$ cat src/rtl/psum_row_drain_if.sv
// rtl/psum_row_drain_if.sv - output beat stream interface for psum_row_drain
//
// Purpose: carries one requantized activation per beat from the drain to the
//          sparse activation consumer.
// Signals:
//   PSDOUT_Vld   beat valid           (master -> slave)
//   PSDOUT_Rdy   consumer ready       (slave  -> master)
//   PSDOUT_Act   activation value     (master -> slave)
//   PSDOUT_Flg   activation nonzero   (master -> slave)
//   PSDOUT_Last  last element of row  (master -> slave)
interface psum_row_drain_if #(
  parameter int DATA_WIDTH = 8
) ();
  logic                  PSDOUT_Vld;
  logic                  PSDOUT_Rdy;
  logic [DATA_WIDTH-1:0] PSDOUT_Act;
  logic                  PSDOUT_Flg;
  logic                  PSDOUT_Last;

  modport master (
    output PSDOUT_Vld,
    input  PSDOUT_Rdy,
    output PSDOUT_Act,
    output PSDOUT_Flg,
    output PSDOUT_Last
  );

  modport slave (
    input  PSDOUT_Vld,
    output PSDOUT_Rdy,
    input  PSDOUT_Act,
    input  PSDOUT_Flg,
    input  PSDOUT_Last
  );
endinterface

$ cat src/rtl/psum_row_drain.sv
// rtl/psum_row_drain.sv - captures a psum row, requantizes and streams it out
//
// Purpose: on CNVPSD_Ld, latches LENPSUM partial sums plus shift/ReLU config,
//          then emits one requantized activation per beat (round, arithmetic
//          shift, saturate, optional ReLU) with a nonzero flag.
// Ports:
//   clk, rst_n      clock, synchronous active-low reset
//   CNVPSD_Ld       load pulse, row psums are final
//   CNVPSD_Psum     packed row, element i at [PSUM_WIDTH*i +: PSUM_WIDTH]
//   CFG_Shift       right-shift amount, sampled at load
//   CFG_Relu        ReLU enable, sampled at load
//   PSDCNV_Rdy      idle, a load will be accepted
//   PSDCNV_Fnh      one-cycle pulse after the last beat transfers
//   out_if          output beat stream (master side)
module psum_row_drain #(
  parameter int DATA_WIDTH  = 8,
  parameter int BLOCK_DEPTH = 32,
  parameter int PSUM_WIDTH  = DATA_WIDTH*2 + $clog2(BLOCK_DEPTH) + 2,
  parameter int LENPSUM     = 16,
  parameter int SHIFT_WIDTH = $clog2(PSUM_WIDTH)
) (
  input  logic                          clk,
  input  logic                          rst_n,
  input  logic                          CNVPSD_Ld,
  input  logic [PSUM_WIDTH*LENPSUM-1:0] CNVPSD_Psum,
  input  logic [SHIFT_WIDTH-1:0]        CFG_Shift,
  input  logic                          CFG_Relu,
  output logic                          PSDCNV_Rdy,
  output logic                          PSDCNV_Fnh,
  psum_row_drain_if.master              out_if
);

  localparam int IDX_W = (LENPSUM > 1) ? $clog2(LENPSUM) : 1;
  localparam logic [IDX_W-1:0] LAST_IDX = IDX_W'(LENPSUM - 1);
  localparam logic signed [PSUM_WIDTH:0] ACT_MAX =
    (PSUM_WIDTH+1)'((1 << (DATA_WIDTH - 1)) - 1);
  // Bitwise complement of 2^(W-1)-1 is exactly -2^(W-1).
  localparam logic signed [PSUM_WIDTH:0] ACT_MIN = ~ACT_MAX;

  typedef enum logic {IDLE = 1'b0, DRAIN = 1'b1} state_t;

  state_t                        state_q, state_d;
  logic [IDX_W-1:0]              idx_q, idx_d;
  logic [PSUM_WIDTH*LENPSUM-1:0] psum_q;
  logic [SHIFT_WIDTH-1:0]        shift_q;
  logic                          relu_q;
  logic                          fnh_q, fnh_d;
  logic                          load_en;
  logic                          vld;

  always_ff @(posedge clk) begin
    if (!rst_n) begin
      state_q <= IDLE;
      idx_q   <= '0;
      psum_q  <= '0;
      shift_q <= '0;
      relu_q  <= 1'b0;
      fnh_q   <= 1'b0;
    end else begin
      state_q <= state_d;
      idx_q   <= idx_d;
      fnh_q   <= fnh_d;
      if (load_en) begin
        psum_q  <= CNVPSD_Psum;
        shift_q <= CFG_Shift;
        relu_q  <= CFG_Relu;
      end
    end
  end

  always_comb begin
    state_d    = state_q;
    idx_d      = idx_q;
    load_en    = 1'b0;
    fnh_d      = 1'b0;
    vld        = 1'b0;
    PSDCNV_Rdy = 1'b0;
    unique case (state_q)
      IDLE: begin
        PSDCNV_Rdy = 1'b1;
        if (CNVPSD_Ld) begin
          load_en = 1'b1;
          idx_d   = '0;
          state_d = DRAIN;
        end
      end
      DRAIN: begin
        vld = 1'b1;
        if (out_if.PSDOUT_Rdy) begin
          if (idx_q == LAST_IDX) begin
            idx_d   = '0;
            state_d = IDLE;
            fnh_d   = 1'b1;
          end else begin
            idx_d = idx_q + 1'b1;
          end
        end
      end
      default: state_d = IDLE;
    endcase
  end

  // Requantization is purely combinational from captured state, so the beat
  // is valid the cycle after load and cannot change while stalled.
  logic signed [PSUM_WIDTH-1:0] elem;
  logic [SHIFT_WIDTH-1:0]       s_eff;
  logic signed [PSUM_WIDTH:0]   rnd;
  logic signed [PSUM_WIDTH:0]   t;
  logic signed [PSUM_WIDTH:0]   q;
  logic [DATA_WIDTH-1:0]        act;

  always_comb begin
    elem  = psum_q[PSUM_WIDTH*idx_q +: PSUM_WIDTH];
    s_eff = (shift_q >= SHIFT_WIDTH'(PSUM_WIDTH)) ? SHIFT_WIDTH'(PSUM_WIDTH - 1) : shift_q;
    rnd   = '0;
    if (s_eff != '0) rnd[s_eff - 1'b1] = 1'b1;
    // One extra bit of headroom keeps the rounding add from wrapping.
    t = $signed({elem[PSUM_WIDTH-1], elem}) + rnd;
    q = t >>> s_eff;
    if (q > ACT_MAX)      act = ACT_MAX[DATA_WIDTH-1:0];
    else if (q < ACT_MIN) act = ACT_MIN[DATA_WIDTH-1:0];
    else                  act = q[DATA_WIDTH-1:0];
    if (relu_q && act[DATA_WIDTH-1]) act = '0;
  end

  assign out_if.PSDOUT_Vld  = vld;
  assign out_if.PSDOUT_Act  = vld ? act : '0;
  assign out_if.PSDOUT_Flg  = vld & (act != '0);
  assign out_if.PSDOUT_Last = vld & (idx_q == LAST_IDX);
  assign PSDCNV_Fnh         = fnh_q;

endmodule

$ cat src/flat_wrapper.sv
// flat-port wrapper written by rule: the top's interface ports become plain ports
module psum_row_drain_flat 
#(
  parameter int DATA_WIDTH  = 8,
  parameter int BLOCK_DEPTH = 32,
  parameter int PSUM_WIDTH  = DATA_WIDTH*2 + $clog2(BLOCK_DEPTH) + 2,
  parameter int LENPSUM     = 16,
  parameter int SHIFT_WIDTH = $clog2(PSUM_WIDTH)
)
  (clk, rst_n, CNVPSD_Ld, CNVPSD_Psum, CFG_Shift, CFG_Relu, PSDCNV_Rdy, PSDCNV_Fnh, out_if_PSDOUT_Vld, out_if_PSDOUT_Rdy, out_if_PSDOUT_Act, out_if_PSDOUT_Flg, out_if_PSDOUT_Last);
  psum_row_drain_if #(.DATA_WIDTH(DATA_WIDTH)) out_if_i ();
  input  logic clk;
  input  logic rst_n;
  input  logic CNVPSD_Ld;
  input  logic [PSUM_WIDTH*LENPSUM-1:0] CNVPSD_Psum;
  input  logic [SHIFT_WIDTH-1:0] CFG_Shift;
  input  logic CFG_Relu;
  output logic PSDCNV_Rdy;
  output logic PSDCNV_Fnh;
  output wire logic [$bits(out_if_i.PSDOUT_Vld)-1:0] out_if_PSDOUT_Vld;
  input wire logic [$bits(out_if_i.PSDOUT_Rdy)-1:0] out_if_PSDOUT_Rdy;
  output wire logic [$bits(out_if_i.PSDOUT_Act)-1:0] out_if_PSDOUT_Act;
  output wire logic [$bits(out_if_i.PSDOUT_Flg)-1:0] out_if_PSDOUT_Flg;
  output wire logic [$bits(out_if_i.PSDOUT_Last)-1:0] out_if_PSDOUT_Last;
  assign out_if_PSDOUT_Vld = out_if_i.PSDOUT_Vld;
  assign out_if_i.PSDOUT_Rdy = out_if_PSDOUT_Rdy;
  assign out_if_PSDOUT_Act = out_if_i.PSDOUT_Act;
  assign out_if_PSDOUT_Flg = out_if_i.PSDOUT_Flg;
  assign out_if_PSDOUT_Last = out_if_i.PSDOUT_Last;
  psum_row_drain #(.DATA_WIDTH(DATA_WIDTH), .BLOCK_DEPTH(BLOCK_DEPTH), .PSUM_WIDTH(PSUM_WIDTH), .LENPSUM(LENPSUM), .SHIFT_WIDTH(SHIFT_WIDTH)) u_core (.clk(clk), .rst_n(rst_n), .CNVPSD_Ld(CNVPSD_Ld), .CNVPSD_Psum(CNVPSD_Psum), .CFG_Shift(CFG_Shift), .CFG_Relu(CFG_Relu), .PSDCNV_Rdy(PSDCNV_Rdy), .PSDCNV_Fnh(PSDCNV_Fnh), .out_if(out_if_i));
endmodule
$ cat config.mk
export PLATFORM = sky130hd
export DESIGN_NAME = psum_row_drain_flat
export DESIGN_NICKNAME = d
export VERILOG_FILES = /design/src/rtl/psum_row_drain_if.sv /design/src/rtl/psum_row_drain.sv /design/src/flat_wrapper.sv
export SDC_FILE = /design/constraint.sdc
export NUM_CORES = 1
export LEC_CHECK = 0
export CORE_AREA = 2 2 244 150
export CTS_BUF_LIST = sky130_fd_sc_hd__clkbuf_8
export DETAILED_ROUTE_END_ITERATION = 10
export DIE_AREA = 0 0 246 152
export GPL_TIMING_DRIVEN = 0
export HOLD_SLACK_MARGIN = 0.15
export PLACE_DENSITY_LB_ADDON = 0.1
export SLEW_MARGIN = 25
export SYNTH_ARGS = -nofsm -noshare
export SYNTH_HDL_FRONTEND = slang
export SYNTH_SLANG_ARGS = --single-unit
$ cat constraint.sdc
create_clock -name clk -period 16.3 [get_ports clk]
set_input_delay 2.445 -clock clk [delete_from_list [all_inputs] [get_ports clk]]
set_output_delay 2.445 -clock clk [all_outputs]
set_load 0.02 [all_outputs]
==> results.toml, run 1 <==
[run_status]
status = "complete, no violations"

[power_and_ir_drop]
swShare_pct = 29.9
pwr_density_cell_nw_per_um2 = 90.5
pwr-share-comb_pct = 20.2
p_leak_uw = 0.00941
p_switching_uw = 702
p_seq_share_pct = 43.2
clock_power_share_pct = 36.5
ir_worst_vdd_uv = 86.8
p_int_uw = 1650

[global_route]
grt_usage_pct = 44.9
grt_pass1_vias = 20500
grt_max_degree = 16
antenna_found_initial = 10
grt_pass1_wl_mm = 126
overflow = 0

[worst_setup_path]
crit_fanout = 10
cp.required_ps = 13860
worstPathArrival_ps = 9430
crit_type = "register to primary output"
setup.worst_path.end_class = "primary output"
critPathLaunchType = "register"

[job]
maxCapViolCount = 0

[route]
viasPerCell = 6.48
detail_route.iter0.violations = 3026
drc = 0
dr.pass1.iters = 7
postRouteAntennaNets = 0
wl_per_cell_um = 25.8
wirelength_mm = 86.5
via_count = 21700

[yosys]
synth_edf_count = 0
synth_seq_area_share_pct = 37.7
synth_flop_cell = "dfxtp_1"
synth-async-reset-ratio_pct = 0
yosysWarningCount = 0
netlist_area_um2 = 20200
syn_nets = 2785
ys_types = 80
synth-seq-cells = 380
synthCells = 2382
postSynthAreaPerCell_um2 = 8.47

[sta]
setup_viol = 0
hold_viol_final = 0
skew_ps = 37.6
max_freq_mhz = 84.2
slew_violations = 0
tns_ps = 0
finalCritPeriodShare_pct = 72.8
maxSlewHeadroom_pct = 21.6
finalCriticalPeriod_ps = 11870
worst_pin_slew_ps = 1180
holdWs_ps = 465
finalWorstSetupSlack_ps = 4430
rsz0062_at_grt = "no"

[cts]
clock_latency_ps = 630
ctsHoldBuffers = 0
cts_max_level = 2
clock_path_buffers = 3
cts_tree = "done"
cts.sinks = 380
clockRootBuffer = "clkbuf_8"
cts_inserted_buffers = 54
cts_resized = 0
path_clk_slew_ps = 80
post-cts-setup-buffers = 0

[place]
finalWeightedCongestion = 1.07
post-place-ws_ps = 5530
port_buffers = 389
detailed_place_hpwl_mm = 68.4

[floorplanning]
die_area_um2 = 37400
initial_core_util_pct = 56.9
rows = 54
core-area_um2 = 35500
die_w_um = 246
io_pins = 391
die_h_um = 152

[min_path]
hold_path_class = "register to register"

[layout]
layout-drive-gt1-share_pct = 8.39
mostFrequentLayoutCells = "nand2_1, clkdlybuf4s50_1, dfxtp_1, a21boi_0, clkbuf_1"
finalNetCount = 3231
syn_to_final_growth_pct = 28.6
final_common_cell = "nand2_1"
-- final timing paths --
| check | from | end | slack, ps | cells past startpoint |
|---|---|---|---|---|
| min | u_core.psum_q[59]$_SDFFE_PN0P_ | u_core.psum_q[59]$_SDFFE_PN0P_ | 460 | 2 |
| max reg2reg | u_core.state_q$_SDFF_PN0_ | u_core.psum_q[4]$_SDFFE_PN0P_ | 13440 | 6 |
| min reg2reg | u_core.psum_q[59]$_SDFFE_PN0P_ | u_core.psum_q[59]$_SDFFE_PN0P_ | 460 | 2 |
| max | u_core.idx_q[0]$_SDFFE_PN0P_ | out_if_PSDOUT_Flg | 4430 | 18 |
-- cell type report --
class,count,area (um^2)
clock inverters,34,313
multi-input cells,1805,11800
flip-flops and latches,380,7610
diodes,6,15.0
plain buffers,185,717
inverters,12,45.0
well taps,476,596
fillers,2474,9530
repair buffers,390,3910
clock buffers,67,922
-- per-layer routing --
layer  part of all wire (%)  GRT usage (%)  vias up
met4                    4.0           16.3        8
li1                       -              -     9250
met5                  0.067              0        -
met3                     17           14.8      269
met1                     39           64.3    10300
met2                     40           63.1     1902
-- per-stage QoR --
stage                     cell area (um^2)  utilization (%)  cells  total power [uW]
after floorplan                      20200                -   2382              1250
after global placement               24700             69.5   3247              1470
after detailed placement             24700             69.6   3247              1480
after CTS                            25900             73.1   3348              2310
after global routing                 25900             73.1   3352              2400
final                                25900             73.1   3355              2350
-- power by group through the flow --
| stage | sequential (uW) | combinational [uW] | clock, uW |
|---|---|---|---|
| floorplan | 1020 | 235 | 0 |
| CTS | 1010 | 455 | 843 |
| global placement | 1030 | 442 | 0 |
| global route | 1020 | 496 | 885 |
| finish | 1020 | 475 | 857 |
| detailed placement | 1030 | 451 | 0 |
-- registers in the layout, summed over array words and instances (netlist names) --
| register | count |
|---|---|
| u_core.psum_q | 368 |
| u_core.idx_q | 4 |
| u_core.relu_q | 1 |
| u_core.state_q | 1 |
| u_core.PSDCNV_Fnh | 1 |
| u_core.shift_q | 5 |
-- synth_stat cells (all sizes together) (13+ instances only) --
cell type | number | area share (%)
clkbuf | 154 | 2.9
buf | 31 | 0.66
mux4 | 116 | 13
dfxtp | 380 | 38
nand2 | 832 | 15
o211ai | 18 | 0.69
ha | 24 | 1.5
a21boi | 378 | 14
a211oi | 17 | 0.66
a21oi | 51 | 1.3
nor3 | 19 | 0.47
o21ai | 45 | 1.1
nand4 | 13 | 0.40
nand3 | 17 | 0.42
mux2i | 16 | 0.79
nor2 | 74 | 1.4
-- critical path: stages, from the launching register on --
cell and delay (ps):
dfxtp_1 350, buf_2 250, buf_1 700, buf_1 780
mux4_2 750, mux4_2 510, ha_1 420, a21oi_1 140
o21ai_0 470, a21oi_1 310, a2111oi_0 770, o22ai_1 310
o211ai_1 820, nand4_1 180, a221oi_1 470, and4_1 330
a32oi_1 230, o22ai_1 300, clkdlybuf4s50_1 650
-- cells by family after synthesis --
group | share of synthesized area [%]
XOR/XNOR | 0.521
AO/OA/AOI/OAI | 22.2
AND/OR/NAND/NOR | 20.3
other | 0.0186
multiplexers | 13.9
flip-flops | 37.7
adder cells (fa/ha/maj) | 1.59
buffers and inverters | 3.75
Power figures use the tool's default switching activity.
==> inputs of run 2 (changes only) <==
--- a/config.mk
+++ b/config.mk
@@ -5,10 +5,10 @@
 export SDC_FILE = /design/constraint.sdc
 export NUM_CORES = 1
 export LEC_CHECK = 0
-export CORE_AREA = 2 2 244 150
+export CORE_AREA = 2 2 253 155
 export CTS_BUF_LIST = sky130_fd_sc_hd__clkbuf_8
 export DETAILED_ROUTE_END_ITERATION = 10
-export DIE_AREA = 0 0 246 152
+export DIE_AREA = 0 0 255 157
 export GPL_TIMING_DRIVEN = 0
 export HOLD_SLACK_MARGIN = 0.15
 export PLACE_DENSITY_LB_ADDON = 0.1
==> constraint.sdc (replaced) <==
create_clock -name clk -period 11.5 [get_ports clk]
set_input_delay 1.725 -clock clk [delete_from_list [all_inputs] [get_ports clk]]
set_output_delay 1.725 -clock clk [all_outputs]
set_load 0.02 [all_outputs]
==> results.toml, run 2 (same netlist as run 1, synthesis figures left out) <==
[worst_setup_path]
cp.buffers_inverters = 4
cp_top_family = "compound AO/OA/AOI/OAI gates"
cp.required_ps = 9780
crit_path_cell_trace = "buf_2 -> buf_1 -> buf_1 -> mux4_2 -> mux4_2 -> ha_1 -> o211ai_1 -> o21ai_0 -> a22oi_1 -> o21ai_0 -> a21oi_1 -> o32ai_1 -> a22o_1 -> a21oi_1 -> and3_1 -> or4_1 -> o41ai_2 -> o22ai_1 -> clkdlybuf4s50_1"
max_stage_delay_ps = 880
critPathLaunchType = "register"
crit_fanout = 10
crit_type = "register to primary output"
worstPathArrival_ps = 9450
setup.worst_path.end_class = "primary output"
cp_slowest_cell = "o21ai_0"

[place]
post-place-ws_ps = 1330
detailed_place_hpwl_mm = 68.7
port_buffers = 389
finalWeightedCongestion = 1.03

[cts]
post-cts-setup-buffers = 0
clockRootBuffer = "clkbuf_8"
clock_latency_ps = 630
clock_path_buffers = 3
cts.sinks = 380
path_clk_slew_ps = 60
cts_inserted_buffers = 54
ctsHoldBuffers = 0
cts_max_level = 2
cts_resized = 0
cts_tree = "done"

[power_and_ir_drop]
p_int_uw = 2230
pwr_density_cell_nw_per_um2 = 124
pwr-share-comb_pct = 21.0
clock_power_share_pct = 34.1
p_switching_uw = 971
p_seq_share_pct = 44.9
ir_worst_vdd_uv = 83.8
p_leak_uw = 0.00934
swShare_pct = 30.3

[route]
wirelength_mm = 85.3
viasPerCell = 6.26
detail_route.iter0.violations = 3017
via_count = 21200
dr.pass1.iters = 5
wl_met2_mm = 34.3
wl_per_cell_um = 25.2
postRouteAntennaNets = 0
route.met3.wl_mm = 13.0
met1_length_mm = 35.0
routed.top_layer = "met5"
drc = 0

[sta]
hold_viol_final = 0
skew_ps = 39.2
tns_ps = 0
setup_viol = 0
max_freq_mhz = 89.5
rsz0062_at_grt = "no"
finalCritPeriodShare_pct = 97.2
maxSlewHeadroom_pct = 19.6
slew_violations = 0
finalCriticalPeriod_ps = 11170
finalWorstSetupSlack_ps = 326
worst_pin_slew_ps = 1210

[layout]
syn_to_final_growth_pct = 28.0
largest_register = "u_core.psum_q"
finalNetCount = 3230
top_regs = "u_core.psum_q (368), u_core.shift_q (5), u_core.idx_q (4)"
largest_reg_flops = 368
fin_util_pct = 68.9
layout-drive-gt1-share_pct = 8.00
final_common_cell = "nand2_1"
num-fill-cells = 2925
mostFrequentLayoutCells = "nand2_1, clkdlybuf4s50_1, dfxtp_1, a21boi_0, clkbuf_1"

[floorplanning]
die_h_um = 157
io_pins = 391
initial_core_util_pct = 53.8
die_area_um2 = 40000
core-area_um2 = 37500
rows = 55
die_w_um = 255

[global_route]
grt_usage_pct = 41.9
grt_pass1_vias = 20000
grt_pass1_wl_mm = 123
antenna_found_initial = 10
overflow = 0
grt_max_degree = 16

[run_status]
status = "complete, no violations"

[job]
maxCapViolCount = 0

[min_path]
hold_path_class = "register to register"
## run 2: changes by cell type in the layout (fill, tap and decap cells not counted), sizes merged
cell | before | now
buf | 30 | 29
diode | 6 | 7
bufinv | 5 | 1
clkinv | 16 | 10
inv | 24 | 27
clkinvlp | 1 | 0
## run 2: final cells by class
cell class              count  area (um^2)  area share, %
plain buffers             185          718           2.78
clock inverters            26          163          0.630
clock buffers              67          922           3.57
repair buffers            389         3890           15.1
inverters                  12         45.0          0.174
multi-input cells        1805        11800           45.8
diodes                      7         17.5         0.0678
flip-flops and latches    380         7610           29.5
well taps                 513          642           2.49
## run 2: layer usage
layer  track usage, %  up-vias
li1                 -     9243
met3             13.4      183
met1             59.9    10200
met2             60.0     1552
met4             13.1        2
met5                0        -
## run 2: final timing paths
kind | start | to | slack (ps) | depth (start not counted)
setup / recovery | u_core.idx_q[0]$_SDFFE_PN0P_ | out_if_PSDOUT_Flg | 330 | 19
hold / removal | u_core.psum_q[101]$_SDFFE_PN0P_ | u_core.psum_q[101]$_SDFFE_PN0P_ | 470 | 2
setup reg to reg | u_core.state_q$_SDFF_PN0_ | u_core.psum_q[191]$_SDFFE_PN0P_ | 8620 | 6
hold reg to reg | u_core.psum_q[101]$_SDFFE_PN0P_ | u_core.psum_q[101]$_SDFFE_PN0P_ | 470 | 2
## run 2: tightest hold or removal path: stages (launching register included)
cell	delay, ps
dfxtp_1	310
nand2_1	50
a21boi_0	60
## run 2: power by group through the flow
stage | Sequential (uW) | Clock (uW) | Combinational [uW]
2_1_floorplan | 1440 | 0 | 333
3_3_place_gp | 1460 | 0 | 633
3_5_place_dp | 1460 | 0 | 641
4_1_cts | 1440 | 1090 | 647
5_1_grt | 1440 | 1140 | 704
6_report | 1440 | 1090 | 672
## run 2: stage by stage
| step | instance area, um^2 | total power [uW] | std cells | hold WS (ps) |
|---|---|---|---|---|
| floorplan | 20200 | 1780 | 2382 | 440 |
| CTS | 25800 | 3170 | 3377 | 466 |
| finish | 25800 | 3210 | 3384 | 465 |
| detailed placement | 24700 | 2110 | 3284 | 457 |
| global route | 25800 | 3290 | 3381 | 479 |
| global placement | 24700 | 2090 | 3284 | 447 |
